### src/rtl/booth_mac_accum_if.sv
// Product-in / frame-total-out handshake bundle for booth_mac_accum.
// master is the surrounding logic (producer + consumer), slave is the accumulator.
interface booth_mac_accum_if #(
  parameter int unsigned ACC_W = 24
);
  logic signed [15:0]      prod;
  logic                    in_valid;
  logic                    in_ready;
  logic                    clr;
  logic signed [ACC_W-1:0] acc_out;
  logic                    ovf_out;
  logic                    out_valid;
  logic                    out_ready;

  modport master (
    output prod, in_valid, clr, out_ready,
    input  in_ready, acc_out, ovf_out, out_valid
  );

  modport slave (
    input  prod, in_valid, clr, out_ready,
    output in_ready, acc_out, ovf_out, out_valid
  );
endinterface

### src/rtl/booth_mac_accum.sv
// Accumulates frames of NTERMS signed 16-bit products into a wide, optionally saturating
// accumulator and presents each frame total on a valid/ready output.
module booth_mac_accum #(
  parameter int unsigned ACC_W    = 24,
  parameter int unsigned NTERMS   = 4,
  parameter int unsigned SATURATE = 1
) (
  input logic              clk,
  input logic              rst_n,
  booth_mac_accum_if.slave bus
);
  localparam int unsigned CntW = (NTERMS > 1) ? $clog2(NTERMS) : 1;
  localparam logic [CntW-1:0] CntLast = CntW'(NTERMS - 1);

  localparam logic StAcc  = 1'b0;
  localparam logic StHold = 1'b1;

  localparam logic signed [ACC_W-1:0] AccMax = {1'b0, {(ACC_W-1){1'b1}}};
  localparam logic signed [ACC_W-1:0] AccMin = {1'b1, {(ACC_W-1){1'b0}}};

  logic                    state_q, state_d;
  logic signed [ACC_W-1:0] acc_q, acc_d;
  logic [CntW-1:0]         cnt_q, cnt_d;
  logic                    ovf_q, ovf_d;
  logic signed [ACC_W-1:0] acc_out_q, acc_out_d;
  logic                    ovf_out_q, ovf_out_d;
  logic                    out_valid_q, out_valid_d;

  logic                    accept;
  logic signed [ACC_W-1:0] acc_base;
  logic [CntW-1:0]         cnt_base;
  logic                    ovf_base;
  logic signed [ACC_W:0]   sum;
  logic                    step_ovf;
  logic signed [ACC_W-1:0] step_res;

  assign accept = bus.in_valid && (state_q == StAcc);

  // clr restarts the frame, so an accept in the same cycle becomes term 1.
  assign acc_base = bus.clr ? '0 : acc_q;
  assign cnt_base = bus.clr ? '0 : cnt_q;
  assign ovf_base = bus.clr ? 1'b0 : ovf_q;

  assign sum      = {acc_base[ACC_W-1], acc_base} + {{(ACC_W+1-16){bus.prod[15]}}, bus.prod};
  assign step_ovf = sum[ACC_W] != sum[ACC_W-1];

  always_comb begin
    step_res = sum[ACC_W-1:0];
    if (step_ovf && (SATURATE != 0)) begin
      step_res = sum[ACC_W] ? AccMin : AccMax;
    end
  end

  always_comb begin
    state_d     = state_q;
    acc_d       = acc_q;
    cnt_d       = cnt_q;
    ovf_d       = ovf_q;
    acc_out_d   = acc_out_q;
    ovf_out_d   = ovf_out_q;
    out_valid_d = out_valid_q;
    if (state_q == StAcc) begin
      if (bus.clr) begin
        acc_d = '0;
        cnt_d = '0;
        ovf_d = 1'b0;
      end
      if (accept) begin
        if (cnt_base == CntLast) begin
          acc_out_d   = step_res;
          ovf_out_d   = ovf_base | step_ovf;
          out_valid_d = 1'b1;
          state_d     = StHold;
          acc_d       = '0;
          cnt_d       = '0;
          ovf_d       = 1'b0;
        end else begin
          acc_d = step_res;
          cnt_d = cnt_base + CntW'(1);
          ovf_d = ovf_base | step_ovf;
        end
      end
    end else if (bus.out_ready) begin
      out_valid_d = 1'b0;
      state_d     = StAcc;
    end
  end

  always_ff @(posedge clk or negedge rst_n) begin
    if (!rst_n) begin
      state_q     <= StAcc;
      acc_q       <= '0;
      cnt_q       <= '0;
      ovf_q       <= 1'b0;
      acc_out_q   <= '0;
      ovf_out_q   <= 1'b0;
      out_valid_q <= 1'b0;
    end else begin
      state_q     <= state_d;
      acc_q       <= acc_d;
      cnt_q       <= cnt_d;
      ovf_q       <= ovf_d;
      acc_out_q   <= acc_out_d;
      ovf_out_q   <= ovf_out_d;
      out_valid_q <= out_valid_d;
    end
  end

  assign bus.in_ready  = (state_q == StAcc);
  assign bus.acc_out   = acc_out_q;
  assign bus.ovf_out   = ovf_out_q;
  assign bus.out_valid = out_valid_q;
endmodule

### src/flat_wrapper.sv
// flat-port wrapper written by rule: the top's interface ports become plain ports
module booth_mac_accum_flat 
#(
  parameter int unsigned ACC_W    = 24,
  parameter int unsigned NTERMS   = 4,
  parameter int unsigned SATURATE = 1
)
  (clk, rst_n, bus_prod, bus_in_valid, bus_clr, bus_out_ready, bus_in_ready, bus_acc_out, bus_ovf_out, bus_out_valid);
  booth_mac_accum_if #(.ACC_W(ACC_W)) bus_i ();
  input logic clk;
  input logic rst_n;
  input wire logic [$bits(bus_i.prod)-1:0] bus_prod;
  input wire logic [$bits(bus_i.in_valid)-1:0] bus_in_valid;
  input wire logic [$bits(bus_i.clr)-1:0] bus_clr;
  input wire logic [$bits(bus_i.out_ready)-1:0] bus_out_ready;
  output wire logic [$bits(bus_i.in_ready)-1:0] bus_in_ready;
  output wire logic [$bits(bus_i.acc_out)-1:0] bus_acc_out;
  output wire logic [$bits(bus_i.ovf_out)-1:0] bus_ovf_out;
  output wire logic [$bits(bus_i.out_valid)-1:0] bus_out_valid;
  assign bus_i.prod = bus_prod;
  assign bus_i.in_valid = bus_in_valid;
  assign bus_i.clr = bus_clr;
  assign bus_i.out_ready = bus_out_ready;
  assign bus_in_ready = bus_i.in_ready;
  assign bus_acc_out = bus_i.acc_out;
  assign bus_ovf_out = bus_i.ovf_out;
  assign bus_out_valid = bus_i.out_valid;
  booth_mac_accum #(.ACC_W(ACC_W), .NTERMS(NTERMS), .SATURATE(SATURATE)) u_core (.clk(clk), .rst_n(rst_n), .bus(bus_i));
endmodule
### config.mk
export PLATFORM = sky130hd
export DESIGN_NAME = booth_mac_accum_flat
export DESIGN_NICKNAME = d
export VERILOG_FILES = /design/src/rtl/booth_mac_accum_if.sv /design/src/rtl/booth_mac_accum.sv /design/src/flat_wrapper.sv
export SDC_FILE = /design/constraint.sdc
export NUM_CORES = 1
export LEC_CHECK = 0
export CAP_MARGIN = 20
export CORE_MARGIN = 5
export CORE_UTILIZATION = 40
export CTS_CLUSTER_DIAMETER = 80
export DETAILED_ROUTE_END_ITERATION = 7
export HOLD_SLACK_MARGIN = 0.15
export PLACE_DENSITY = 0.72
export SYNTH_ARGS = -nofsm -noshare
export SYNTH_HDL_FRONTEND = slang
export SYNTH_SLANG_ARGS = --single-unit
### constraint.sdc
create_clock -name clk -period 2.75 [get_ports clk]
set_input_delay 0.55 -clock clk [delete_from_list [all_inputs] [get_ports clk]]
set_output_delay 0.55 -clock clk [all_outputs]
set_load 0.01 [all_outputs]
-- After elaboration in Yosys (flattened, before gate mapping)
Index checks and enable logic that the tools add are counted.
- logic and storage cells: 38
- register bits: 54
- input port bits: 21
- output and inout bits: 27
- add/subtract/negate cells: 2
- multiplexer cells: 19
- bitwise logic cells: 2
- reduce and logical (&&, ||, !) cells: 5
- eq/ne operators: 3
- operators by type and width (operator ; number):
    two-way mux 24 bit ; 5
    adder 24 x 16 -> 25 bit ; 1
    two-way mux 1 bit ; 11
    two-way mux 2 bit ; 3
    AND reduction 3 bit ; 2
    nonzero test 2 bit ; 2
    adder 2 x 1 -> 2 bit, second input constant ; 1
    == test 2 bit, second input constant ; 1
    != test 2 bit, second input constant ; 1
    logical AND 1 bit ; 1
    != test 1 bit ; 1
    NOT 1 bit ; 1
    OR 1 bit ; 1

-- Depth between registers and ports, before layout
Gate-level depths: netlist (run 1).
- word-level depth: 6
- gate-level depth with buffers: 14
- gate-level depth less buffers: 12

-- Least setup slack after synthesis (run 1)
OpenSTA, ideal clock, no wires.
- path kind: input to register
- start: input port bus_clr
- end: register u_core.acc_out_q[14] (netlist: u_core.bus.acc_out[14])
- stages on the path: 14
- setup slack: -650 ps
- data required time: 2618 ps
- arrival time: 3268 ps
- cells stage by stage: clkbuf_1 -> clkbuf_1 -> nor2b_1 -> ha_1 -> buf_6 -> a21oi_4 -> o21ai_2 -> a2111o_1 -> a211oi_4 -> nor3_4 -> mux2_4 -> buf_6 -> a21oi_2 -> o21ai_1
- word-level cells in the longest chain between the ends: 4
- elaborated cells between the ends (all ways): 8
- classes of those cells: add/sub (1); eq/ne (2); mux (4); reduce/logical (1)
- RTL lines (what ; RTL line ; RTL):
    start: declaration ; flat_wrapper.sv:14 ; input wire logic [$bits(bus_i.clr)-1:0] bus_clr;
    two-way mux 24 bit ; n/a ;
    adder 24 x 16 -> 25 bit ; booth_mac_accum.sv:44 ; assign sum = {acc_base[ACC_W-1], acc_base} + {{(ACC_W+1-16){bus.prod[15]}}, bus.prod};
    two-way mux 24 bit / != test 1 bit (equally long branches) ; booth_mac_accum.sv:50, booth_mac_accum.sv:45 ;
    two-way mux 24 bit ; booth_mac_accum.sv:49 ; if (step_ovf && (SATURATE != 0)) begin
    end signal: assignment ; booth_mac_accum.sv:103 ; acc_out_q <= acc_out_d;
    end: declaration ; booth_mac_accum.sv:25 ; logic signed [ACC_W-1:0] acc_out_q, acc_out_d;
Parallel ways exist; a longest one is shown, timed or not.
A chain may end at the register's enable or synchronous reset.

-- Worst setup path after layout (run 1)
- start: input port bus_prod[15]
- end: register u_core.acc_out_q[14] (netlist: u_core.bus.acc_out[14])
- word-level cells in the longest chain between the ends: 3
- elaborated cells between the ends (all ways): 4
- classes of those cells: add/sub (1); eq/ne (1); mux (2)
- RTL lines (what ; RTL line ; RTL):
    start: declaration ; flat_wrapper.sv:12 ; input wire logic [$bits(bus_i.prod)-1:0] bus_prod;
    adder 24 x 16 -> 25 bit (*) ; booth_mac_accum.sv:44 ;
    two-way mux 24 bit / != test 1 bit (equally long branches) ; booth_mac_accum.sv:50, booth_mac_accum.sv:45 ;
    two-way mux 24 bit (*) ; booth_mac_accum.sv:49 ;
Every way passes the cells marked *; elsewhere a longest branch is shown, timed or not.

==> run metrics, run 1 <==
area grow syn2layout 56.1%; Sequential Power Share 25.9%; I/O pin count between 40 and 50; CP Launch Type primary input; post-place setup slack -1.03 ns; post-synthesis cell area around 3800 um2; Net Sw Frac between 30 and 40%; Crit path largest cell delay between 0.4 and 0.5 ns; Root Buffer clkbuf_8; Tmin final roughly 2.9 ns; antenna viol nets, final 0; max-cap violations 0; Main synth FF type dfrtp_1; most frequent cells in the layout 100 x buf_4, 63 x nand2_1, 54 x dfrtp_1, 48 x o21ai_1, 36 x clkdlybuf4s50_1; DRT Pass-1 Iters 5; gr ovfl total 0; First DRT Iteration DRCs between 150 and 200; share of post-route cells with drive strength above 1 a little over a third; Num CTS Buffers 5; Post-synth ARST share 100%; final hold slack around 0.35 ns; RR Endpoint u_core.acc_q[16]; final hold viol count 0; CORE AREA between 9000 and 10000 um2; die area about 12000 um2; number of nets in the layout 633; initial antenna violation count 0; design area between 5000 and 6000 um2; Syn Area/Cell ~8.6 um2; Worst-Margin Slew slightly above 0.7 ns; R2R depth 11; EDFF count, synth 0; Psw about 0.0019 W; CP max FO 8; min-delay worst type primary input to asynchronous set/reset pin; max-slew violations 0; CP startpoint bus_prod[15]; Finish-stage setup viols 46; RSZ-0062 raised after global routing true; drt drc 0; Synthesis Warnings 0; CTS tree yes; fmax ~0.35 GHz; gr usage total 20.9%; most common cell after layout, fill and taps aside buf_4; Cell variety after synth 57; HPWL after DPL roughly 7900 um; syn nets 489; FF-to-FF setup slack -0.06 ns; row count 35; Rel. slew slack a little over half; Max rail drop VDD 340 uV; Crit Path Category primary input to flip-flop; Cells after Synth approximately 440; CP Capture Type flip-flop; Final period util 105%; Clock power frac between 10% and 20%; Starting Density between 40 and 50%; clock skew 0.0118 ns; failing checks negative setup slack; # hold bufs at CTS 0; CP Data Required Time a little under 3 ns; H-tree depth 2; clock slew at reported path FFs between 0.1 and 0.15 ns; chip width 107 um; Combinational Power Share 62.7%; largest net degree at the start of global routing 55; post-route setup slack -0.129 ns; slowest CP cell a2111o_1; routability cong. approximately 0.9; Synth Register Bits 54; Pleak about 2.6 nW; sequential area share after synthesis between 30% and 40%; CTS sink count between 50 and 60; crit path DAT slightly above 3 ns; critical path cell sequence clkdlybuf4s15_1, buf_6, ha_1, and3_4, a2111o_1, a211oi_4, buf_4, nand3_2, a21boi_4, buf_12, a21oi_4, o21ai_1; Power Density roughly 820 nW/um2; status finished, violations left; via density per instance about 5.4; first-pass GRT wire length between 15000 and 20000 um; Placed Area ~5000 um2; vias post-DR between 3000 and 4000; wirelength, routed around 12000 um; DR WL/cell ~16 um; clk buf depth 2; final setup TNS -4.71 ns; Worst R2R Start u_core.acc_q[20]; Total Power 0.00485 W; n_diodes 0; vias in the first global route around 4100; Skew-Pair Late Insertion Delay 0.32 ns; Int Power 0.00297 W; Die Y roughly 110 um; I/O Buffers 47
## per-layer routing
layer	global-route usage [%]	wire length [um]	vias to the layer above
met4	6.04	234	0
li1	-	-	1865
met2	36.4	5870	98
met5	0	0	-
met1	26.9	5200	1907
met3	3.18	405	31
## flip-flops by register name, indices dropped and copies added, names as in the netlist
register / count
u_core.cnt_q: 2
u_core.state_q: 1
u_core.ovf_q: 1
u_core.bus.acc_out: 24
u_core.acc_q: 24
u_core.bus.ovf_out: 1
u_core.bus.out_valid: 1
## critical path, delay by kind of cell
kind            cells  cell delay [ns]
fa+ha+maj           1             0.33
buf+inv             4             0.70
simple gates        2             0.26
compound gates      5             1.22
## cells in the mapped netlist (all sizes together), types with 5 or more instances
master | number | area (um2)
o21a | 5 | 37.5
o211ai | 5 | 37.5
clkbuf | 12 | 45.0
a21oi | 49 | 332
dfrtp | 54 | 1350
ha | 25 | 313
a31oi | 6 | 37.5
nor2b | 29 | 181
xnor2 | 14 | 123
nand4 | 5 | 31.3
nor2 | 21 | 78.8
o21ai | 71 | 359
buf | 11 | 75.1
inv | 8 | 30.0
nand3 | 5 | 25.0
nand2 | 64 | 240
nand2b | 6 | 37.5
## repair_timing
| item | in CTS | in global routing |
|---|---|---|
| endpoints found under the setup margin | 50 | 47 |
| resized for setup | 95 | 35 |
| pin swaps | 36 | 22 |
| cloned | 1 | 0 |
| buffers inserted | 14 | 2 |
## kinds of logic (layout without fill, tap and decap cells)
logic type	count (synthesis)	after routing	synth area share, %
compound gates	164	164	28.1
simple gates	147	147	18.8
flops	54	54	35.6
buf+inv	31	176	3.95
fa+ha+maj	26	26	8.76
xor+xnor	18	18	4.15
mux	2	2	0.659
## cell type report
type | count | area [um2]
Clock buffer | 6 | 72.6
Clock inverter | 2 | 37.5
Fill cell | 733 | 3310
Inverter | 8 | 30.0
Multi-Input combinational cell | 357 | 2870
Sequential cell | 54 | 1350
Tap cell | 129 | 161
Timing Repair Buffer | 160 | 1400
## power groups by stage
stage	Clock (W)	Sequential (W)	Combinational [W]
2_1_floorplan	0	0.00132	0.00135
3_3_place_gp	0	0.00126	0.00239
3_5_place_dp	0	0.00127	0.00243
4_1_cts	0.000564	0.00126	0.00288
5_1_grt	0.000601	0.00130	0.00329
6_report	0.000552	0.00126	0.00304
## through the flow
step	cells	util [%]
6_report	716	64.2
5_1_grt	716	64.2
4_1_cts	715	62.2
3_3_place_gp	692	54.8
3_5_place_dp	692	54.8
2_1_floorplan	442	-
## worst max path at each step
stage,endpoint,cells past startpoint
final,u_core.bus.acc_out[14],12
after global placement,u_core.bus.acc_out[22],13
after CTS,u_core.bus.acc_out[22],15
after floorplan,u_core.bus.acc_out[22],14
after detailed placement,u_core.acc_q[22],13
after global routing,u_core.bus.acc_out[14],14
Power figures use the tool's default switching activity.
==> inputs of run 2 (changes only) <==
--- a/config.mk
+++ b/config.mk
@@ -7,11 +7,12 @@
 export LEC_CHECK = 0
 export CAP_MARGIN = 20
 export CORE_MARGIN = 5
-export CORE_UTILIZATION = 40
+export CORE_UTILIZATION = 39
 export CTS_CLUSTER_DIAMETER = 80
 export DETAILED_ROUTE_END_ITERATION = 7
 export HOLD_SLACK_MARGIN = 0.15
-export PLACE_DENSITY = 0.72
+export MAX_ROUTING_LAYER = met4
+export PLACE_DENSITY = 0.71
 export SYNTH_ARGS = -nofsm -noshare
 export SYNTH_HDL_FRONTEND = slang
 export SYNTH_SLANG_ARGS = --single-unit
==> run 2 against run 1 <==
The flow still finishes with violations (negative setup slack); flip-flop and latch count stayed put; maximum frequency is 0.74% lower; critical path depth up 1; critical path type unchanged; largest power group unchanged; highest routed layer unchanged.
==> run metrics, run 2 (synthesis results as in run 1) <==
max-cap violations 0 (unchanged); Worst-Margin Slew 0.612 ns (was 0.706 ns); max-slew violations 0 (unchanged); initial antenna violation count 0 (unchanged); antenna viol nets, final 0 (unchanged); most frequent cells in the layout 103 x buf_4, 63 x nand2_1, 54 x dfrtp_1, 47 x o21ai_1, 40 x clkdlybuf4s50_1 (was 100 x buf_4, 63 x nand2_1, 54 x dfrtp_1, 48 x o21ai_1, 36 x clkdlybuf4s50_1); vias in the first global route 3953 (was 4127); first-pass GRT wire length 19000 um (was 19700 um); clock slew at reported path FFs 0.09 ns (was 0.11 ns); n_diodes 0 (unchanged); die area 11800 um2 (was 11500 um2); min-delay worst type primary input to asynchronous set/reset pin (unchanged); gr ovfl total 0 (unchanged); gr usage total 20.5% (was 20.9%); most common cell after layout, fill and taps aside buf_4 (unchanged); post-route setup slack -0.150 ns (was -0.129 ns); First DRT Iteration DRCs 155 (was 192); Die Y 109 um (was 107 um); failing checks negative setup slack (unchanged); Power Density 806 nW/um2 (was 818 nW/um2); Num CTS Buffers 5 (unchanged); drt drc 0 (unchanged); largest net degree at the start of global routing 31 (was 55); status finished, violations left (unchanged); Max rail drop VDD 285 uV (was 340 uV); CP Data Required Time 2.96 ns (was 2.95 ns); CORE AREA 9640 um2 (was 9240 um2); crit path DAT 3.11 ns (was 3.08 ns); DR WL/cell 15.7 um (was 16.4 um); vias post-DR 3789 (was 3901); Tmin final 2.90 ns (was 2.88 ns); chip width 109 um (was 107 um); row count 36 (was 35); CTS tree yes (unchanged); routability cong. 0.887 (was 0.899); I/O pin count 48 (unchanged); clock skew 0.00588 ns (was 0.0118 ns); CTS sink count 54 (unchanged); clk buf depth 2 (unchanged); final core occ 60.5% (was 64.2%); fmax 0.345 GHz (was 0.347 GHz); Rel. slew slack 59.2% (was 53.0%); DP Cell Count 704 (was 692); Pleak 2.54 nW (was 2.55 nW); DRT Pass-1 Iters 5 (unchanged); CP Capture Type flip-flop (unchanged); number of nets in the layout 636 (was 633); final hold viol count 0 (unchanged); share of post-route cells with drive strength above 1 34.1% (was 36.3%); Final period util 105% (about the same); H-tree depth 2 (unchanged); I/O Buffers 47 (unchanged); HPWL after DPL 8220 um (was 7930 um); area grow syn2layout 53.5% (was 56.1%); CP max FO 8 (unchanged); Finish-stage setup viols 46 (unchanged); via density per instance 5.24 (was 5.45); wirelength, routed 11400 um (was 11700 um); Starting Density 39.4% (was 41.1%); RSZ-0062 raised after global routing true (unchanged); Skew-Pair Late Insertion Delay 0.33 ns (was 0.32 ns); Root Buffer clkbuf_8 (unchanged); non-filler cells, final 723 (was 716); Crit Path Category primary input to flip-flop (unchanged); CP Launch Type primary input (unchanged)
[run 2: cell types whose count changed in the layout (fill, tap and decap cells not counted), sizes merged]
cell and delta:
buf +2, bufinv -1, clkbuf +2, clkdlybuf4s50 +4, clkinv +1, clkinvlp -1, dlygate4sd2 -2, dlymetal6s2s -2
[run 2: path summary, 6_finish.rpt]
path                                        from               end  slack (ns)  depth (start not counted)
worst max-delay path                     bus_clr  u_core.acc_q[17]       -0.15                         13
worst min-delay path                       rst_n  u_core.acc_q[13]        0.22                          1
worst max register to register  u_core.acc_q[18]  u_core.acc_q[17]       -0.06                         12
worst min register to register  u_core.acc_q[23]  u_core.acc_q[23]        0.48                          2
max in group asynchronous                  rst_n   u_core.acc_q[2]        1.96                          2
min in group clk                u_core.acc_q[23]  u_core.acc_q[23]        0.48                          2
[run 2: worst max-delay path: stages]
cell     delay [ns]
buf_12         0.11
buf_8          0.13
nor2b_1        0.18
ha_4           0.24
buf_4          0.15
a21oi_1        0.16
o21ai_0        0.20
a211o_1        0.38
o21a_1         0.22
mux2_4         0.36
buf_12         0.18
a21oi_4        0.13
o21ai_1        0.09
[run 2: final cells by class]
cell class | count | area, um2
clock inverters | 1 | 5.00
inverters | 8 | 30.0
repair buffers | 163 | 1460
clock buffers | 7 | 86.3
flip-flops and latches | 54 | 1350
fillers | 808 | 3810
well taps | 133 | 166
multi-input cells | 357 | 2730
[run 2: report_power, final]
part           leakage (nW)  total (W)  internal (W)  switching, W
combinational          1.79    0.00296       0.00157       0.00139
sequential            0.699    0.00126       0.00110      0.000165
clock                0.0482   0.000472      0.000204      0.000268
total                  2.54    0.00470       0.00288       0.00182
[run 2: timing repair]
item,in CTS,in global routing
setup buffers,7,3
resized for setup,83,18
hold buffers,0,0
gates cloned,1,1
pin swaps,23,14
endpoints found under the setup margin,50,47
[run 2: per-layer routing]
layer / up-vias / routed length (um) / track usage [%]
met1: 1828 / 5150 / 26.2
li1: 1871 / - / -
met2: 66 / 5650 / 33.7
met4: 0 / 230 / 6.67
met3: 24 / 332 / 3.02
met5: - / 0 / -
[run 2: stage by stage]
step                TNS (ns)  setup slack (ns)  hold slack, ns  power [W]  area (um2)
floorplan             -12.06            -0.279           0.254    0.00267        3850
global placement      -42.49            -0.910           0.455    0.00370        5160
detailed placement    -45.49            -0.976           0.468    0.00376        5160
CTS                    -3.40           -0.0981           0.254    0.00460        5710
global route           -8.54            -0.229           0.290    0.00504        5830
finish                 -4.82            -0.150           0.224    0.00470        5830
==> inputs of run 3 (changes only) <==
--- a/config.mk
+++ b/config.mk
@@ -16,3 +16,4 @@
 export SYNTH_ARGS = -nofsm -noshare
 export SYNTH_HDL_FRONTEND = slang
 export SYNTH_SLANG_ARGS = --single-unit
+export TNS_END_PERCENT = 10
==> constraint.sdc (replaced) <==
create_clock -name clk -period 2.75 [get_ports clk]
set_input_delay 0.55 -clock clk [delete_from_list [all_inputs] [get_ports clk]]
set_output_delay 0.55 -clock clk [all_outputs]
set_load 0.02 [all_outputs]
==> run 3 against run 2 <==
The run still ends with negative setup slack left; core utilization grew 0.26 points; register-to-register slack lost 0.06 ns; flip-flop and latch count stayed put; critical path depth stayed put; worst setup slack got worse by 0.081 ns; clock skew increased by 0.0044 ns; final cell count rose by 0.83%; critical endpoint is now u_core.bus.acc_out[11]; largest power group unchanged.
==> run metrics, run 3 (synthesis results as in run 1) <==
chip width 109 um (unchanged); min-delay worst type primary input to asynchronous set/reset pin (unchanged); post-place setup slack -1.04 ns (was -0.976 ns); wl on met1 5300 um (was 5150 um); n_diodes 0 (unchanged); Num CTS Buffers 5 (unchanged); via density per instance 5.26 (was 5.24); First DRT Iteration DRCs 159 (was 155); max-cap violations 0 (unchanged); CP Capture Type flip-flop (unchanged); Power Density 821 nW/um2 (was 806 nW/um2); final hold slack 0.279 ns (was 0.224 ns); Int Power 0.00285 W (was 0.00288 W); DR WL met2 5730 um (was 5650 um); most common cell after layout, fill and taps aside buf_4 (unchanged); largest net degree at the start of global routing 29 (was 31); I/O pin count 48 (unchanged); most frequent cells in the layout 109 x buf_4, 63 x nand2_1, 54 x dfrtp_1, 47 x o21ai_1, 41 x clkdlybuf4s50_1 (was 103 x buf_4, 63 x nand2_1, 54 x dfrtp_1, 47 x o21ai_1, 40 x clkdlybuf4s50_1); Root Buffer clkbuf_8 (unchanged); Top Layer Used met4 (unchanged); fmax 0.335 GHz (was 0.345 GHz); Total Power 0.00481 W (was 0.00470 W); Starting Density 39.4% (unchanged); clk buf depth 2 (unchanged); Worst-Margin Slew 0.718 ns (was 0.612 ns); vias post-DR 3832 (was 3789); CP startpoint bus_prod[15] (was bus_clr); Skew-Pair Late Insertion Delay 0.32 ns (was 0.33 ns); Net Sw Frac 40.8% (was 38.8%); gr ovfl total 0 (unchanged); DP Cell Count 700 (was 704); area grow syn2layout 54.2% (was 53.5%); clock slew at reported path FFs 0.10 ns (was 0.09 ns); I/O Buffers 47 (unchanged); number of nets in the layout 643 (was 636); CTS tree yes (unchanged); clock skew 0.0103 ns (was 0.00588 ns); Clock power frac 9.2% (was 10.0%); wirelength, routed 11800 um (was 11400 um); status finished, violations left (unchanged); drt drc 0 (unchanged); CORE AREA 9640 um2 (unchanged); HPWL after DPL 8240 um (was 8220 um); Sequential Power Share 26.3% (was 26.9%); Rel. slew slack 52.1% (was 59.2%); CP Data Required Time 2.95 ns (was 2.96 ns); die area 11800 um2 (unchanged); gr usage total 21.6% (was 20.5%); initial antenna violation count 0 (unchanged); CTS sink count 54 (unchanged); H-tree depth 2 (unchanged); row count 36 (unchanged); Fill cells 791 (was 808); Max rail drop VDD 392 uV (was 285 uV); final hold viol count 0 (unchanged); RSZ-0062 raised after global routing true (unchanged); Finish-stage setup viols 46 (unchanged); failing checks negative setup slack (unchanged); Final period util 108% (was 105%); Worst R2R Start u_core.acc_q[13] (was u_core.acc_q[18]); vias in the first global route 4130 (was 3953); Crit Path Category primary input to flip-flop (unchanged); CP max FO 8 (unchanged); Psw 0.00196 W (was 0.00182 W); # hold bufs at CTS 0 (unchanged); CP Launch Type primary input (unchanged); routability cong. 0.915 (was 0.887); DR WL/cell 16.2 um (was 15.7 um); R2R depth 11 (was 12); antenna viol nets, final 0 (unchanged); Pleak 2.57 nW (was 2.54 nW); first-pass GRT wire length 19800 um (was 19000 um); DRT Pass-1 Iters 4 (was 5); Combinational Power Share 64.5% (was 63.1%); Die Y 109 um (unchanged); Tmin final 2.98 ns (was 2.90 ns); post-route setup slack -0.231 ns (was -0.150 ns); max-slew violations 0 (unchanged); share of post-route cells with drive strength above 1 34.6% (was 34.1%); non-filler cells, final 729 (was 723); Detail Route met3 WL 556 um (was 332 um); crit path DAT 3.18 ns (was 3.11 ns)
-- run 3: changes by cell type in the layout (fill, tap and decap cells not counted), moves of 3 or more --
cell / change
nor2b_2: -3
buf_4: +6
a21oi_2: -3
buf_6: +5
buf_12: -3
a21oi_1: +3
-- run 3: power by group through the flow --
stage               clock network (W)  logic, W  registers [W]
floorplan                           0   0.00135        0.00144
global placement                    0   0.00253        0.00126
detailed placement                  0   0.00258        0.00127
CTS                          0.000456   0.00295        0.00126
global route                 0.000484   0.00336        0.00131
finish                       0.000442   0.00310        0.00126
-- run 3: metrics by stage --
| stage | cell area (um2) | TNS [ns] | util (%) |
|---|---|---|---|
| after CTS | 5710 | -5.52 | 59.2 |
| final | 5860 | -8.78 | 60.8 |
| after floorplan | 3850 | -12.06 | - |
| after global routing | 5860 | -12.16 | 60.8 |
| after global placement | 5110 | -45.14 | 53.0 |
| after detailed placement | 5110 | -47.08 | 53.0 |
-- run 3: area by class of cell --
cell class | instances | area [um2] | share of cell area (%)
Tap cell | 133 | 166 | 2.84
Sequential cell | 54 | 1350 | 23.1
Inverter | 8 | 30.0 | 0.513
Clock inverter | 2 | 10.0 | 0.171
Clock buffer | 5 | 68.8 | 1.17
Timing Repair Buffer | 170 | 1490 | 25.5
Multi-Input combinational cell | 357 | 2740 | 46.8
-- run 3: what timing repair did --
item,CTS,global route
pin swaps,26,16
hold endpoints to repair,0,0
resized for setup,78,21
cloned,2,0
setup buffers,16,5
setup endpoints to repair,50,50
-- run 3: worst max-delay path, stage by stage --
cell	delay (ns)
dlygate4sd2_1	0.24
buf_6	0.16
buf_6	0.13
ha_4	0.24
or2_4	0.25
nor4b_2	0.16
a32o_2	0.23
a211oi_4	0.35
nor3_4	0.10
mux2_4	0.35
buf_6	0.16
a21oi_4	0.16
o21ai_1	0.08
-- run 3: routing by layer --
| layer | vias to the layer above | GRT usage (%) |
|---|---|---|
| met5 | - | - |
| li1 | 1881 | - |
| met3 | 19 | 2.96 |
| met2 | 102 | 35.9 |
| met4 | 0 | 6.31 |
| met1 | 1830 | 27.5 |
-- run 3: final timing paths --
check | endpoint | slack [ns]
max | u_core.bus.acc_out[11] | -0.23
min | u_core.bus.acc_out[16] | 0.28
max reg2reg | u_core.bus.acc_out[11] | -0.12
min reg2reg | u_core.acc_q[23] | 0.49
max in group asynchronous | u_core.bus.ovf_out | 1.88
min in group clk | u_core.acc_q[23] | 0.49
